<file path="config.mk">
export PLATFORM = sky130hd
export DESIGN_NAME = run_stuff_tx
export DESIGN_NICKNAME = d
export VERILOG_FILES = /design/src/rtl/run_stuff_pkg.sv /design/src/rtl/run_stuff_tx_run_counter.sv /design/src/rtl/run_stuff_tx.sv
export SDC_FILE = /design/constraint.sdc
export NUM_CORES = 1
export LEC_CHECK = 0
export CAP_MARGIN = 20
export CORE_UTILIZATION = 56
export DETAILED_ROUTE_END_ITERATION = 16
export GPL_ROUTABILITY_DRIVEN = 0
export PLACE_DENSITY = 0.82
export SYNTH_ARGS = -nofsm -noshare
export SYNTH_HDL_FRONTEND = slang
export SYNTH_SLANG_ARGS = --single-unit
</file>
<file path="constraint.sdc">
create_clock -name clk -period 4.4 [get_ports clk]
set_clock_uncertainty 0.2 [all_clocks]
set_input_delay 0.88 -clock clk [delete_from_list [all_inputs] [get_ports clk]]
set_output_delay 0.88 -clock clk [all_outputs]
set_load 0.01 [all_outputs]
</file>
<file path="src/rtl/run_stuff_pkg.sv">
`default_nettype none
// ============================================================================
// Module   : run_stuff_pkg
// Purpose  : Shared encodings and defaults for the run-limited serial link
//            (stuffing transmitter and destuffing receiver).
// Revision : 1.0
// ============================================================================
package run_stuff_pkg;

    localparam int c_default_data_w  = 8;
    localparam int c_default_max_run = 2;

    typedef enum logic [1:0] {
        ST_IDLE  = 2'd0,
        ST_SHIFT = 2'd1,
        ST_STUFF = 2'd2
    } tx_state_t;

endpackage
`default_nettype wire

</file>
<file path="src/rtl/run_stuff_tx_run_counter.sv">
`default_nettype none
// ============================================================================
// Module   : run_counter
// Purpose  : Tracks the run of identical emitted bits and flags when the bit
//            being emitted completes a MAX_RUN run.
// Revision : 1.0
// ============================================================================
module run_counter
    import run_stuff_pkg::*;
#(
    parameter int MAX_RUN = c_default_max_run,
    parameter int CNT_W   = $clog2(MAX_RUN + 1)
) (
    input  logic             clk,
    input  logic             rst,
    input  logic             bit_in,
    input  logic             en,
    input  logic             clear,
    output logic [CNT_W-1:0] count,
    output logic             stuff_due,
    output logic             last_bit
);

    localparam logic [CNT_W-1:0] c_max = CNT_W'(MAX_RUN);

    logic [CNT_W-1:0] r_count;
    logic             r_last;
    logic [CNT_W-1:0] w_next;

    // An empty count or a changed bit starts a fresh run; otherwise extend and saturate.
    always_comb begin
        w_next = CNT_W'(1);
        if ((r_count != '0) && (bit_in == r_last)) begin
            w_next = (r_count == c_max) ? c_max : r_count + 1'b1;
        end
    end

    assign stuff_due = en && (w_next == c_max);
    assign count     = r_count;
    assign last_bit  = r_last;

    always_ff @(posedge clk or negedge rst) begin
        if (!rst) begin
            r_count <= '0;
            r_last  <= 1'b0;
        end else if (clear) begin
            r_count <= '0;
        end else if (en) begin
            r_count <= w_next;
            r_last  <= bit_in;
        end
    end

endmodule
`default_nettype wire

</file>
<file path="src/rtl/run_stuff_tx.sv">
`default_nettype none
// ============================================================================
// Module   : run_stuff_tx
// Purpose  : LSB-first serialiser that inserts a complemented stuff bit after
//            every MAX_RUN identical bits on the line.
// Revision : 1.0
// ============================================================================
module run_stuff_tx
    import run_stuff_pkg::*;
#(
    parameter int DATA_W  = c_default_data_w,
    parameter int MAX_RUN = c_default_max_run
) (
    input  logic              clk,
    input  logic              rst,
    input  logic              in_valid,
    input  logic [DATA_W-1:0] in_data,
    output logic              in_ready,
    output logic              tx_bit,
    output logic              tx_en,
    output logic              tx_stuff,
    output logic              busy
);

    localparam int               IDX_W      = $clog2(DATA_W);
    localparam int               CNT_W      = $clog2(MAX_RUN + 1);
    localparam logic [IDX_W-1:0] c_last_idx = IDX_W'(DATA_W - 1);

    tx_state_t         r_state;
    logic [DATA_W-1:0] r_sreg;
    logic [IDX_W-1:0]  r_idx;
    logic              r_final_stuff;

    logic              w_line_bit;
    logic              w_cnt_en;
    logic              w_cnt_clear;
    logic              w_stuff_due;
    logic              w_last_bit;
    logic [CNT_W-1:0]  w_run_cnt;
    logic              w_word_end;
    logic              w_load;

    assign w_line_bit  = (r_state == ST_STUFF) ? ~w_last_bit : r_sreg[0];
    assign w_cnt_en    = (r_state == ST_SHIFT) || (r_state == ST_STUFF);
    assign w_cnt_clear = (r_state == ST_IDLE) && (w_run_cnt != '0);

    run_counter #(
        .MAX_RUN (MAX_RUN),
        .CNT_W   (CNT_W)
    ) u_run_counter (
        .clk       (clk),
        .rst       (rst),
        .bit_in    (w_line_bit),
        .en        (w_cnt_en),
        .clear     (w_cnt_clear),
        .count     (w_run_cnt),
        .stuff_due (w_stuff_due),
        .last_bit  (w_last_bit)
    );

    // Final cycle of a word: accepting here gives gap-free back-to-back words.
    assign w_word_end = ((r_state == ST_SHIFT) && (r_idx == c_last_idx) && !w_stuff_due)
                     || ((r_state == ST_STUFF) && r_final_stuff);
    assign in_ready   = rst && ((r_state == ST_IDLE) || w_word_end);
    assign w_load     = in_valid && in_ready;
    assign busy       = (r_state != ST_IDLE);

    always_ff @(posedge clk or negedge rst) begin
        if (!rst) begin
            r_state       <= ST_IDLE;
            r_sreg        <= '0;
            r_idx         <= '0;
            r_final_stuff <= 1'b0;
            tx_bit        <= 1'b0;
            tx_en         <= 1'b0;
            tx_stuff      <= 1'b0;
        end else begin
            case (r_state)
                ST_IDLE: begin
                    tx_en    <= 1'b0;
                    tx_stuff <= 1'b0;
                end
                ST_SHIFT: begin
                    tx_bit   <= r_sreg[0];
                    tx_en    <= 1'b1;
                    tx_stuff <= 1'b0;
                    r_sreg   <= r_sreg >> 1;
                    if (w_stuff_due) begin
                        r_state       <= ST_STUFF;
                        r_final_stuff <= (r_idx == c_last_idx);
                        if (r_idx != c_last_idx) begin
                            r_idx <= r_idx + 1'b1;
                        end
                    end else if (r_idx == c_last_idx) begin
                        r_state <= ST_IDLE;
                    end else begin
                        r_idx <= r_idx + 1'b1;
                    end
                end
                ST_STUFF: begin
                    tx_bit   <= ~w_last_bit;
                    tx_en    <= 1'b1;
                    tx_stuff <= 1'b1;
                    r_state  <= r_final_stuff ? ST_IDLE : ST_SHIFT;
                end
                default: begin
                    r_state  <= ST_IDLE;
                    tx_en    <= 1'b0;
                    tx_stuff <= 1'b0;
                end
            endcase
            // A handshake overrides the end-of-word transition to IDLE.
            if (w_load) begin
                r_sreg  <= in_data;
                r_idx   <= '0;
                r_state <= ST_SHIFT;
            end
        end
    end

endmodule
`default_nettype wire

</file>
======== Yosys cells after proc, flatten, opt, wreduce, memory -nomap -nowiden ========
Index checks and enable logic that the tools add are counted.
Widths: inputs -> output; s select.
operators by class
  multiplexer cells ....................... 20
  reductions and logical operators ........ 23
  equality and inequality tests ........... 11
  bitwise operators ....................... 2
  add/sub/neg operators ................... 2
operators by type and width
  kind                 number
  $mux 8               2
  $mux 3               5
  $mux 2               7
  $reduce_bool 2->1    5
  $logic_and 1x1->1    8
  $eq 2x2->1 const B   3
  $ne 3x3->1 const B   2
  $pmux 2 s3           1
  $reduce_and 2->1     3
  $mux 1               4
  $ne 4x3->1 const B   1
  $add 3x1->3 const B  1
  $eq 3x3->1 const B   1
  $logic_or 1x1->1     3
  $ne 3x1->1 const B   1
  $reduce_and 3->1     1
  $add 2x1->2 const B  1
  $eq 2x1->1 const B   1
  $logic_not 2->1      1
  $ne 2x2->1 const B   1
  $not 1->1            2
  $pmux 1 s2           1
  $reduce_or 2->1      1
  $eq 1x1->1           1
  $logic_not 1->1      1
storage, ports and cells
  input port bits ......................... 11
  output and inout bits ................... 5
  register bits ........................... 20
  word-level logic and storage cells ...... 67

======== Logic depth before layout (Yosys ltp) ========
Gate-level depths: netlist of run 1.
  depth in word-level cells ............... 15
  gate-level depth with buffers ........... 7
  depth with buffers taken out ............ 6

======== Modules after synthesis ========
Synthesis of run 1 repeated with hierarchy kept, for this count alone.
unflattened totals
  cell total of the unflattened synthesis .. 89
  area total of the unflattened synthesis .. 1,071.0 um^2
by module, submodules not included
  module        area an instance (um^2)  cells an instance  instances  sequential area each (um^2)
  run_stuff_tx  897.1                    74                 1          425.4
  run_counter   173.9                    15                 1          75.1

======== Worst setup path after synthesis of run 1 ========
Ideal clock, no wire load.
  kind .................................... reg2out
  start ................................... register r_state[0]
  end ..................................... output port in_ready
  buffers on the path ..................... 1
  stages on the path, launching flop included .. 7
  path slack .............................. 1.967 ns
  arrival time ............................ 1.353 ns
  required time ........................... 3.320 ns
  cells stage by stage .................... dfrtp_1 inv_1 ha_1 clkbuf_2 and4_4 o21ai_0 and2_1
between the ends
  elaborated cells between the ends (all ways) .. 17
  those cells by class .................... 4 x eq/ne; 2 x mux; 11 x reduce/logical
RTL lines
  item                                             RTL line                        text
  start, declared                                  run_stuff_tx.sv:29              tx_state_t r_state;
  start signal, assigned                           run_stuff_tx.sv:104             r_state <= r_final_stuff ? ST_IDLE : ST_SHIFT;
  $eq 2x1->1 / $eq 2x2->1 (equally long branches)  run_stuff_tx.sv:44              assign w_cnt_en = (r_state == ST_SHIFT) || (r_state == ST_STUFF);
  $logic_or 1x1->1 (*)                             run_stuff_tx.sv:44
  named net u_run_counter.en                       run_stuff_tx_run_counter.sv:17  input logic en,
  $logic_and 1x1->1 (*)                            run_stuff_tx_run_counter.sv:38  assign stuff_due = en && (w_next == c_max);
  $logic_not 1->1 (*)                              run_stuff_tx.sv:62              assign w_word_end = ((r_state == ST_SHIFT) && (r_idx == c_last_idx) && !w_stuff_due)
  $logic_and 1x1->1 (*)                            run_stuff_tx.sv:62
  $logic_or 1x1->1 (*)                             run_stuff_tx.sv:63              || ((r_state == ST_STUFF) && r_final_stuff);
  $logic_or 1x1->1 (*)                             run_stuff_tx.sv:64              assign in_ready = rst && ((r_state == ST_IDLE) || w_word_end);
  $logic_and 1x1->1 (*)                            run_stuff_tx.sv:64
  end, declared                                    run_stuff_tx.sv:18              output logic in_ready,
Mark *: on every way through the listed nets, which the timed path passes. The rest lies on a longest branch.

======== Worst setup path after layout of run 1 ========
Same ends and word-level chain as after synthesis.

==> results of run 1 <==
flip-flops by register name, summed over array words and instances (netlist names):
| register | flops |
|---|---|
| tx_stuff | 1 |
| u_run_counter.count | 2 |
| r_final_stuff | 1 |
| r_sreg | 8 |
| tx_en | 1 |
| tx_bit | 1 |
| r_state | 2 |
| u_run_counter.last_bit | 1 |
| r_idx | 3 |
per-stage QoR:
stage,worst slack [ns],hold slack [ns]
after CTS,1.03,0.322
after floorplan,1.97,0.282
after detailed placement,1.28,0.296
after global placement,1.26,0.291
after global routing,0.859,0.336
final,1.04,0.317
path summary, 6_finish.rpt:
| kind | startpoint | end | slack, ns | depth (start not counted) |
|---|---|---|---|---|
| min in group asynchronous | rst | u_run_counter.count[0]$_DFFE_PN0P_ | 0.77 | 2 |
| max in group asynchronous | rst | r_sreg[0]$_DFFE_PN0P_ | 3.02 | 2 |
| min | tx_bit$_DFFE_PN0P_ | tx_bit$_DFFE_PN0P_ | 0.32 | 1 |
| max reg2reg | r_state[1]$_DFFE_PN0P_ | r_sreg[0]$_DFFE_PN0P_ | 2.07 | 5 |
| max | r_state[0]$_DFFE_PN0P_ | in_ready | 1.04 | 6 |
| min reg2reg | tx_bit$_DFFE_PN0P_ | tx_bit$_DFFE_PN0P_ | 0.32 | 1 |
power by group through the flow:
stage / clock [uW] / combinational [uW] / sequential [uW]
6_report: 104 / 465 / 313
5_1_grt: 116 / 515 / 322
4_1_cts: 110 / 469 / 314
3_5_place_dp: 0 / 466 / 317
3_3_place_gp: 0 / 449 / 312
2_1_floorplan: 0 / 359 / 310
cell usage in the layout, fill, tap and decap left out, drive strengths merged:
cell type | Yosys | final
dfrtp | 20 | 20
mux2 | 17 | 17
clkdlybuf4s50 | 0 | 15
inv | 6 | 6
nor2 | 6 | 6
o21ai | 6 | 6
ha | 6 | 6
nand2 | 4 | 4
clkbuf | 2 | 4
mux2i | 3 | 3
a21oi | 2 | 2
nand3b | 2 | 2
o22a | 2 | 2
xnor2 | 1 | 1
and4 | 1 | 1
and2 | 1 | 1
a31oi | 1 | 1
nand4 | 1 | 1
o22ai | 1 | 1
nand2b | 1 | 1
xor2 | 1 | 1
a41oi | 1 | 1
or3 | 1 | 1
nand3 | 1 | 1
nor2b | 1 | 1
buf | 1 | 1
cell families after synthesis:
kind of cell             Yosys count
XOR/XNOR                           2
adder cells (fa/ha/maj)            6
buffers and inverters              9
AO/OA/AOI/OAI                     13
AND/OR/NAND/NOR                   19
flip-flops                        20
multiplexers                      20
worst reg2reg max path: stages (launching register included):
cell	delay, ns
dfrtp_1	0.40
inv_1	0.09
ha_1	0.47
nand4_1	0.23
o22ai_4	0.44
mux2_2	0.39
per-layer routing:
| metal | up-vias | share of wire |
|---|---|---|
| li1 | 343 | - |
| met1 | 352 | 0.43 |
| met2 | 13 | 0.54 |
| met3 | 2 | 0.024 |
| met4 | 0 | 0.0097 |
| met5 | - | 0 |
cell type report:
type | count | share of cell area
Multi-Input combinational cell | 60 | 0.417
Sequential cell | 20 | 0.390
Timing Repair Buffer | 16 | 0.123
Clock buffer | 4 | 0.0283
Tap cell | 25 | 0.0244
Inverter | 6 | 0.0176
==> flow_metrics.env, run 1 <==
export IMPL_pwr_share_clk=0.118
export IMPL_p_sw_frac=0.351
export IMPL_crit_chain="inv_1 -> ha_1 -> and4_4 -> o21ai_0 -> and2_1 -> clkdlybuf4s50_1"
export IMPL_io_pin_count=16
export IMPL_die_area_mm2=0.00210
export IMPL_leakagePower_uw=0.000582
export IMPL_p_total_uw=882
export IMPL_drive_above_1_share=0.245
export IMPL_cts_sinks=20
export IMPL_rsz0062_at_grt="false"
export IMPL_ir_worst_vdd_mv=0.347
export IMPL_synth_edf_count=0
export IMPL_grt_pass1_vias=718
export IMPL_synthMuxAreaShare=0.223
export IMPL_cts_buffer_depth=2
export IMPL_powerDensity_mw_per_mm2=688
export IMPL_syn_area_mm2=0.00108
export IMPL_die_h_um=45.9
export IMPL_ys_seq_area_frac=0.465
export IMPL_setup_tns_ns=0
export IMPL_drt_vias_per_instance=5.42
export IMPL_fmax_ghz=0.298
export IMPL_arrival_ns=2.28
export IMPL_synth_top_area_frac=0.465
export IMPL_met2_usage=0.341
export IMPL_met1_usage=0.247
export IMPL_worst_path_max_delay_cell="clkdlybuf4s50_1"
export IMPL_cp_top_family="buffers and inverters"
export IMPL_combPwrFrac=0.528
export IMPL_drc=0
export IMPL_synth_compound_area_frac=0.0871
export IMPL_h_tree_depth=1
export IMPL_antenna_found_initial=0
export IMPL_start_util=0.611
export IMPL_grt_max_degree=23
export IMPL_synth_common_cells="20 x dfrtp_1, 12 x mux2_2"
export IMPL_hold_viol=0
export IMPL_synth_simple_area_share=0.0929
export IMPL_synth_flop_cell="dfrtp_1"
export IMPL_synth_cell_types=28
export IMPL_die_w_um=45.9
export IMPL_io_buffers=15
export IMPL_seq_power_share=0.355
export IMPL_final_seq_area_um2=500
export IMPL_worstPathMaxFanout=9
export IMPL_dp_hpwl_um=1320
export IMPL_cts_tree="built"
export IMPL_period_share=0.764
export IMPL_fp_row_count=15
export IMPL_final_antenna_net_count=0
export IMPL_final_setup_viol_count=0
export IMPL_synth_warnings=0
export IMPL_synth_most_common_cell="dfrtp_1"
export IMPL_fin_area_mm2=0.00128
export IMPL_post_cts_buffers=0
export IMPL_synth_area_top_cells="dfrtp_1 46%, mux2_2 13%, ha_1 7.0%"
export IMPL_worst_pin_slew_ns=0.491
export IMPL_drtPass1Iterations=4
export IMPL_cts_resized_gates=0
export IMPL_switching_power_uw=309
export IMPL_n_antenna_cell=0
export IMPL_grt_overflow_total=0
export IMPL_synth_area_per_cell_um2=12.1
export IMPL_ys_ff_latch=20
export IMPL_cp_num_buf_inv=2
export IMPL_dp_cells=127
export IMPL_ys_async_sr_fraction=1.00
export IMPL_status="finished, final reports clean"
export IMPL_slew_headroom=0.673
export IMPL_nets=124
export IMPL_crit_path_end_kind="output port"
export IMPL_core_mm2=0.00176
export IMPL_cts_root_buf="clkbuf_4"
export IMPL_internal_power_uw=573
export IMPL_synthXorXnorAreaFrac=0.0232
export IMPL_cap_violations=0
export IMPL_fillers=134
export IMPL_layout_area_overhead_vs_synth_pct=19.0
export IMPL_wire_per_inst_um=13.4
export IMPL_required_ns=3.32
export IMPL_postPlaceCellArea_mm2=0.00125
export IMPL_grtUsageMet3=0.0278
export IMPL_finalCoreUtilization=0.727
export IMPL_syn_inst=89
export IMPL_synth_top_family_by_area="multiplexers"
export IMPL_top_usage_layer="met2"
export IMPL_worstHoldPathType="flop to flop"
export IMPL_gr_usage_all_layers=0.210
export IMPL_ctsHoldBuffers=0
export IMPL_via_count=710
export IMPL_numCtsBuffers=3
export IMPL_synth_nets=106
export IMPL_slowest_delay_ns=0.47
export IMPL_drv_slew=0
export IMPL_min_period_ns=3.36
export IMPL_instances_no_fill=131
export IMPL_drt_initial_drc_count=7
export IMPL_cts_clk_slew_worst_paths_ns=0.11
export IMPL_startpoint_type="flop"
export IMPL_critPathKind="flop to output port"
export IMPL_wl_um=1750
export IMPL_yosys_area_top_type="dfrtp_1"
export IMPL_grt_pass1_wl_um=3020
export IMPL_synthAdderAreaFrac=0.0697
export IMPL_clock_latency_ns=0.29
export IMPL_multi_input_area_um2=534
(Power assumes the default switching activity.)
==> run 2, diff against run 1 <==
Settings changed: CORE_UTILIZATION 56 to 47, PLACE_DENSITY 0.82 to 0.74.
Clock period 4.4 ns to 2.8 ns, I/O delays scaled along.
==> run 2 against run 1 <==
Against the previous run:
- via count rose by 2.5%
- critical path type unchanged
- sequential power rose by 58%
- wire length rose by 9.6%
- count of clock-buffer cells in the layout fell by 1
- combinational power rose by 67%
- flip-flop and latch count did not move
==> flow_metrics.env, run 2 (synthesis results as in run 1) <==
export IMPL_status="finished, final reports clean"
export IMPL_cts_clk_slew_worst_paths_ns=0.12
export IMPL_powerDensity_mw_per_mm2=1120
export IMPL_grt_pass1_vias=728
export IMPL_drv_slew=0
export IMPL_met1_length_um=831
export IMPL_io_buffers=15
export IMPL_drtPass1Iterations=4
export IMPL_critPathKind="flop to output port"
export IMPL_period_share=0.913
export IMPL_io_pin_count=16
export IMPL_wl_met3_um=123
export IMPL_regMostFlops="r_sreg"
export IMPL_r2r_slack_ns=0.64
export IMPL_pwr_share_clk=0.157
export IMPL_required_ns=2.04
export IMPL_seq_power_share=0.327
export IMPL_die_h_um=49.9
export IMPL_cp_num_buf_inv=2
export IMPL_startpoint_type="flop"
export IMPL_cts_buffer_depth=2
export IMPL_worst_pin_slew_ns=0.488
export IMPL_hold_viol=0
export IMPL_wire_per_inst_um=14.0
export IMPL_instances_no_fill=137
export IMPL_grt_pass1_wl_um=3330
export IMPL_die_area_mm2=0.00249
export IMPL_final_setup_viol_count=0
export IMPL_clock_latency_ns=0.31
export IMPL_min_path_cells=1
export IMPL_drt_vias_per_instance=5.31
export IMPL_antenna_found_initial=0
export IMPL_largest_register_ff_count=8
export IMPL_pre_cts_ws_ns=0.128
export IMPL_h_tree_depth=1
export IMPL_finalWorstSetupSlack_ns=0.243
export IMPL_ctsHoldBuffers=0
export IMPL_reg2reg_depth=6
export IMPL_crit_path_end_kind="output port"
export IMPL_grt_max_degree=14
export IMPL_rsz0062_at_grt="false"
export IMPL_n_antenna_cell=0
export IMPL_worstPathMaxFanout=5
export IMPL_layout_area_overhead_vs_synth_pct=24.9
export IMPL_cap_violations=0
export IMPL_route_met2_wl_um=955
export IMPL_grt_overflow_total=0
export IMPL_ir_worst_vdd_mv=0.560
export IMPL_top_regs="r_sreg x8, r_idx x3"
export IMPL_combPwrFrac=0.516
export IMPL_numCtsBuffers=3
export IMPL_start_util=0.522
export IMPL_cts_root_buf="clkbuf_4"
export IMPL_min_period_ns=2.56
export IMPL_drt_initial_drc_count=2
export IMPL_slew_headroom=0.675
export IMPL_fin_area_mm2=0.00135
export IMPL_final_antenna_net_count=0
export IMPL_internal_power_uw=992
export IMPL_cts_tree="built"
export IMPL_cp_top_family="simple AND/OR/NAND/NOR gates"
export IMPL_postPlaceCellArea_mm2=0.00127
export IMPL_fp_row_count=16
export IMPL_core_mm2=0.00206
export IMPL_r2r_start="r_state[1]$_DFFE_PN0P_"
export IMPL_nets=128
export IMPL_drc=0
export IMPL_wl_um=1920
export IMPL_r2r_end="r_sreg[0]$_DFFE_PN0P_"
export IMPL_fmax_ghz=0.391
export IMPL_via_count=728
export IMPL_dp_hpwl_um=1410
export IMPL_crit_chain="inv_1 -> ha_1 -> and4_4 -> o21ai_1 -> and2_1 -> clkbuf_2"
export IMPL_worst_path_max_delay_cell="dfrtp_1"
export IMPL_switching_power_uw=516
export IMPL_dr_max_layer_used="met4"
export IMPL_layout_commonest_cell="dfrtp_1"
export IMPL_arrival_ns=1.80
export IMPL_leakagePower_uw=0.000609
export IMPL_min_to="tx_bit$_DFFE_PN0P_"
export IMPL_dp_cells=132
export IMPL_die_w_um=49.9
export IMPL_layout_common_cells="20 x dfrtp_1, 14 x clkdlybuf4s50_1, 12 x mux2_2, 6 x inv_1"
export IMPL_gr_usage_all_layers=0.183
export IMPL_slowest_delay_ns=0.40
export IMPL_worstHoldPathType="flop to flop"
export IMPL_hold_start="tx_bit$_DFFE_PN0P_"
export IMPL_cts_sinks=20
export IMPL_setup_tns_ns=0
export IMPL_drive_above_1_share=0.309
export IMPL_p_sw_frac=0.342
## run 2: cell types whose count changed in the layout (fill, tap and decap cells not counted), sizes merged
cell           previous run  this run
buf                       1         5
bufinv                    0         1
clkdlybuf4s50            15        14
## run 2: worst register-to-register path, cell delays in order (launching register included)
cell and delay, ns:
dfrtp_1 0.44, inv_1 0.09, ha_1 0.17, buf_4 0.20, nand4_1 0.15, o22ai_4 0.42
mux2_2 0.39
## run 2: power by group through the flow
stage | clock [uW] | combinational, uW | sequential, uW
finish | 237 | 778 | 493
global route | 257 | 854 | 513
CTS | 244 | 757 | 494
detailed placement | 0 | 756 | 499
global placement | 0 | 732 | 494
floorplan | 0 | 564 | 488
## run 2: how the worst max path moves through the flow
stage | cells past startpoint | slack [ns] | endpoint | start
after floorplan | 6 | 0.69 | in_ready | r_state[0]$_DFFE_PN0P_
after global placement | 7 | 0.1 | in_ready | r_state[0]$_DFFE_PN0P_
after detailed placement | 7 | 0.13 | in_ready | r_state[0]$_DFFE_PN0P_
after CTS | 7 | 0.01 | in_ready | r_state[0]$_DFFE_PN0P_
after global routing | 6 | 0.11 | in_ready | r_state[1]$_DFFE_PN0P_
final | 6 | 0.24 | in_ready | r_state[0]$_DFFE_PN0P_
## run 2: per-layer routing
metal / global-route usage / up-vias
met5: 0 / -
met4: 0.0571 / 0
met3: 0.0556 / 2
met2: 0.302 / 23
met1: 0.228 / 352
li1: - / 351
## run 2: stage by stage
stage / util / power [uW] / hold WS [ns]
after detailed placement: 0.617 / 1250 / 0.297
after floorplan: - / 1050 / 0.0644
after global placement: 0.617 / 1230 / 0.295
after CTS: 0.643 / 1500 / 0.323
final: 0.652 / 1510 / 0.322
after global routing: 0.652 / 1620 / 0.349
## run 2: timing repair
action,in CTS,in global routing
endpoints found under the setup margin,1,1
pin swaps,0,1
buffers inserted,0,1
resized for setup,2,6
cloned,0,0
## run 2: final cells by class
| type | count | area (um2) |
|---|---|---|
| clock inverters | 1 | 30.0 |
| inverters | 6 | 22.5 |
| multi-input cells | 60 | 553 |
| well taps | 27 | 33.8 |
| flip-flops and latches | 20 | 500 |
| repair buffers | 20 | 183 |
| fillers | 167 | 717 |
| clock buffers | 3 | 22.5 |
==> run 3, diff against run 2 <==
Settings changed: CORE_UTILIZATION 47 to 35, PLACE_DENSITY 0.74 to unset.
==> run 3 against run 2 <==
Against the previous run:
- the flow now finishes with violations (design-rule violations)
- maximum frequency fell by 3.7%
- total power down 3.8%
- critical path depth up 1
- via count rose by 0.55%
- setup slack got worse by 0.097 ns
- sequential share of layout area increased by 0.10 points
- count of clock-buffer cells in the layout is 1 higher
==> flow_metrics.env, run 3 (synthesis results as in run 1) <==
export IMPL_status="finished, violations left"
export IMPL_violations="design-rule violations"
export IMPL_n_antenna_cell=0
export IMPL_regMostFlops="r_sreg"
export IMPL_grt_max_degree=13
export IMPL_pwr_share_clk=0.118
export IMPL_drc=1
export IMPL_cts_tree="built"
export IMPL_slowest_delay_ns=0.37
export IMPL_h_tree_depth=1
export IMPL_die_w_um=57.5
export IMPL_powerDensity_mw_per_mm2=1080
export IMPL_finalWorstSetupSlack_ns=0.146
export IMPL_grt_pass1_wl_um=3420
export IMPL_drt_initial_drc_count=15
export IMPL_reg2reg_depth=7
export IMPL_fin_area_mm2=0.00134
export IMPL_worst_path_max_delay_cell="dfrtp_1"
export IMPL_crit_chain="inv_1 -> ha_1 -> nor2_1 -> and4_4 -> o21ai_0 -> and2_1 -> dlygate4sd2_1"
export IMPL_rsz0062_at_grt="false"
export IMPL_fp_row_count=19
export IMPL_wire_per_inst_um=13.3
export IMPL_cts_buffer_depth=2
export IMPL_grt_pass1_vias=797
export IMPL_largest_register_ff_count=8
export IMPL_cts_root_buf="clkbuf_4"
export IMPL_cts_clk_slew_worst_paths_ns=0.12
export IMPL_ir_worst_vdd_mv=0.578
export IMPL_layout_common_cells="20 x dfrtp_1, 14 x clkdlybuf4s50_1, 12 x mux2_2, 8 x buf_4"
export IMPL_drtPass1Iterations=12
export IMPL_drt_vias_per_instance=5.08
export IMPL_setup_tns_ns=0
export IMPL_io_buffers=15
export IMPL_final_antenna_net_count=0
export IMPL_core_mm2=0.00283
export IMPL_worstPathMaxFanout=5
export IMPL_critPathKind="flop to output port"
export IMPL_worst_pin_slew_ns=0.426
export IMPL_dp_hpwl_um=1420
export IMPL_slew_headroom=0.716
export IMPL_p_sw_frac=0.348
export IMPL_drv_slew=0
export IMPL_switching_power_uw=505
export IMPL_wl_um=1920
export IMPL_arrival_ns=1.89
export IMPL_leakagePower_uw=0.000619
export IMPL_io_pin_count=16
export IMPL_postPlaceCellArea_mm2=0.00128
export IMPL_start_util=0.381
export IMPL_min_period_ns=2.65
export IMPL_cap_violations=0
export IMPL_crit_path_end_kind="output port"
export IMPL_antenna_found_initial=0
export IMPL_numCtsBuffers=3
export IMPL_via_count=732
export IMPL_period_share=0.948
export IMPL_clock_latency_ns=0.30
export IMPL_internal_power_uw=946
export IMPL_gr_usage_all_layers=0.135
export IMPL_pre_cts_ws_ns=0.215
export IMPL_cts_sinks=20
export IMPL_worstHoldPathType="flop to flop"
export IMPL_grt_overflow_total=0
export IMPL_hold_viol=0
export IMPL_final_setup_viol_count=0
export IMPL_min_path_cells=1
export IMPL_required_ns=2.04
export IMPL_layout_commonest_cell="dfrtp_1"
export IMPL_drive_above_1_share=0.292
export IMPL_combPwrFrac=0.546
export IMPL_die_h_um=57.5
export IMPL_startpoint_type="flop"
export IMPL_top_regs="r_sreg x8, r_idx x3"
export IMPL_layout_area_overhead_vs_synth_pct=24.5
export IMPL_seq_power_share=0.337
export IMPL_ctsHoldBuffers=0
export IMPL_fmax_ghz=0.377
export IMPL_die_area_mm2=0.00330
export IMPL_nets=131
run 3: metal layers:
layer / GRT usage / wire, um / up-vias
met5: 0 / 0 / -
met4: 0.0209 / 0 / 0
met3: 0.0476 / 90 / 0
met2: 0.246 / 994 / 18
met1: 0.153 / 833 / 350
li1: - / - / 364
run 3: repair_timing:
action | CTS | global route
endpoints found under the hold margin | 0 | 0
gates resized for setup | 1 | 0
setup endpoints to repair | 1 | 0
buffers inserted | 3 | 0
run 3: power by group through the flow:
stage	clock [uW]	combinational, uW	sequential, uW
3_3_place_gp	0	746	492
6_report	171	792	488
2_1_floorplan	0	564	488
4_1_cts	179	797	489
5_1_grt	192	873	503
3_5_place_dp	0	760	498
run 3: stage by stage:
step / util / power [uW] / hold WS, ns / cells
6_report: 0.474 / 1450 / 0.326 / 144
5_1_grt: 0.474 / 1570 / 0.348 / 144
4_1_cts: 0.474 / 1470 / 0.335 / 144
3_5_place_dp: 0.454 / 1260 / 0.307 / 137
3_3_place_gp: 0.454 / 1240 / 0.296 / 137
2_1_floorplan: - / 1050 / 0.0644 / 89
run 3: critical path, delay by kind of cell (launching register included):
| kind | cells | cell delay, ns |
|---|---|---|
| simple gates | 3 | 0.55 |
| fa+ha+maj | 1 | 0.25 |
| buf+inv | 2 | 0.33 |
| compound gates | 1 | 0.08 |
| flops | 1 | 0.37 |
run 3: worst paths after layout:
| check | endpoint | slack, ns | startpoint |
|---|---|---|---|
| max in group asynchronous | r_sreg[1]$_DFFE_PN0P_ | 1.80 | rst |
| hold reg to reg | tx_bit$_DFFE_PN0P_ | 0.33 | tx_bit$_DFFE_PN0P_ |
| setup reg to reg | r_sreg[7]$_DFFE_PN0P_ | 0.69 | r_state[0]$_DFFE_PN0P_ |
| hold / removal | tx_bit$_DFFE_PN0P_ | 0.33 | tx_bit$_DFFE_PN0P_ |
| min in group asynchronous | tx_en$_DFF_PN0_ | 0.44 | rst |
| setup / recovery | in_ready | 0.15 | r_state[0]$_DFFE_PN0P_ |
run 3: final cells by class:
cell class | instances | area [um2]
clock buffers | 4 | 36.3
fillers | 260 | 1490
inverters | 6 | 22.5
multi-input cells | 60 | 534
flip-flops and latches | 20 | 500
well taps | 31 | 38.8
repair buffers | 23 | 209
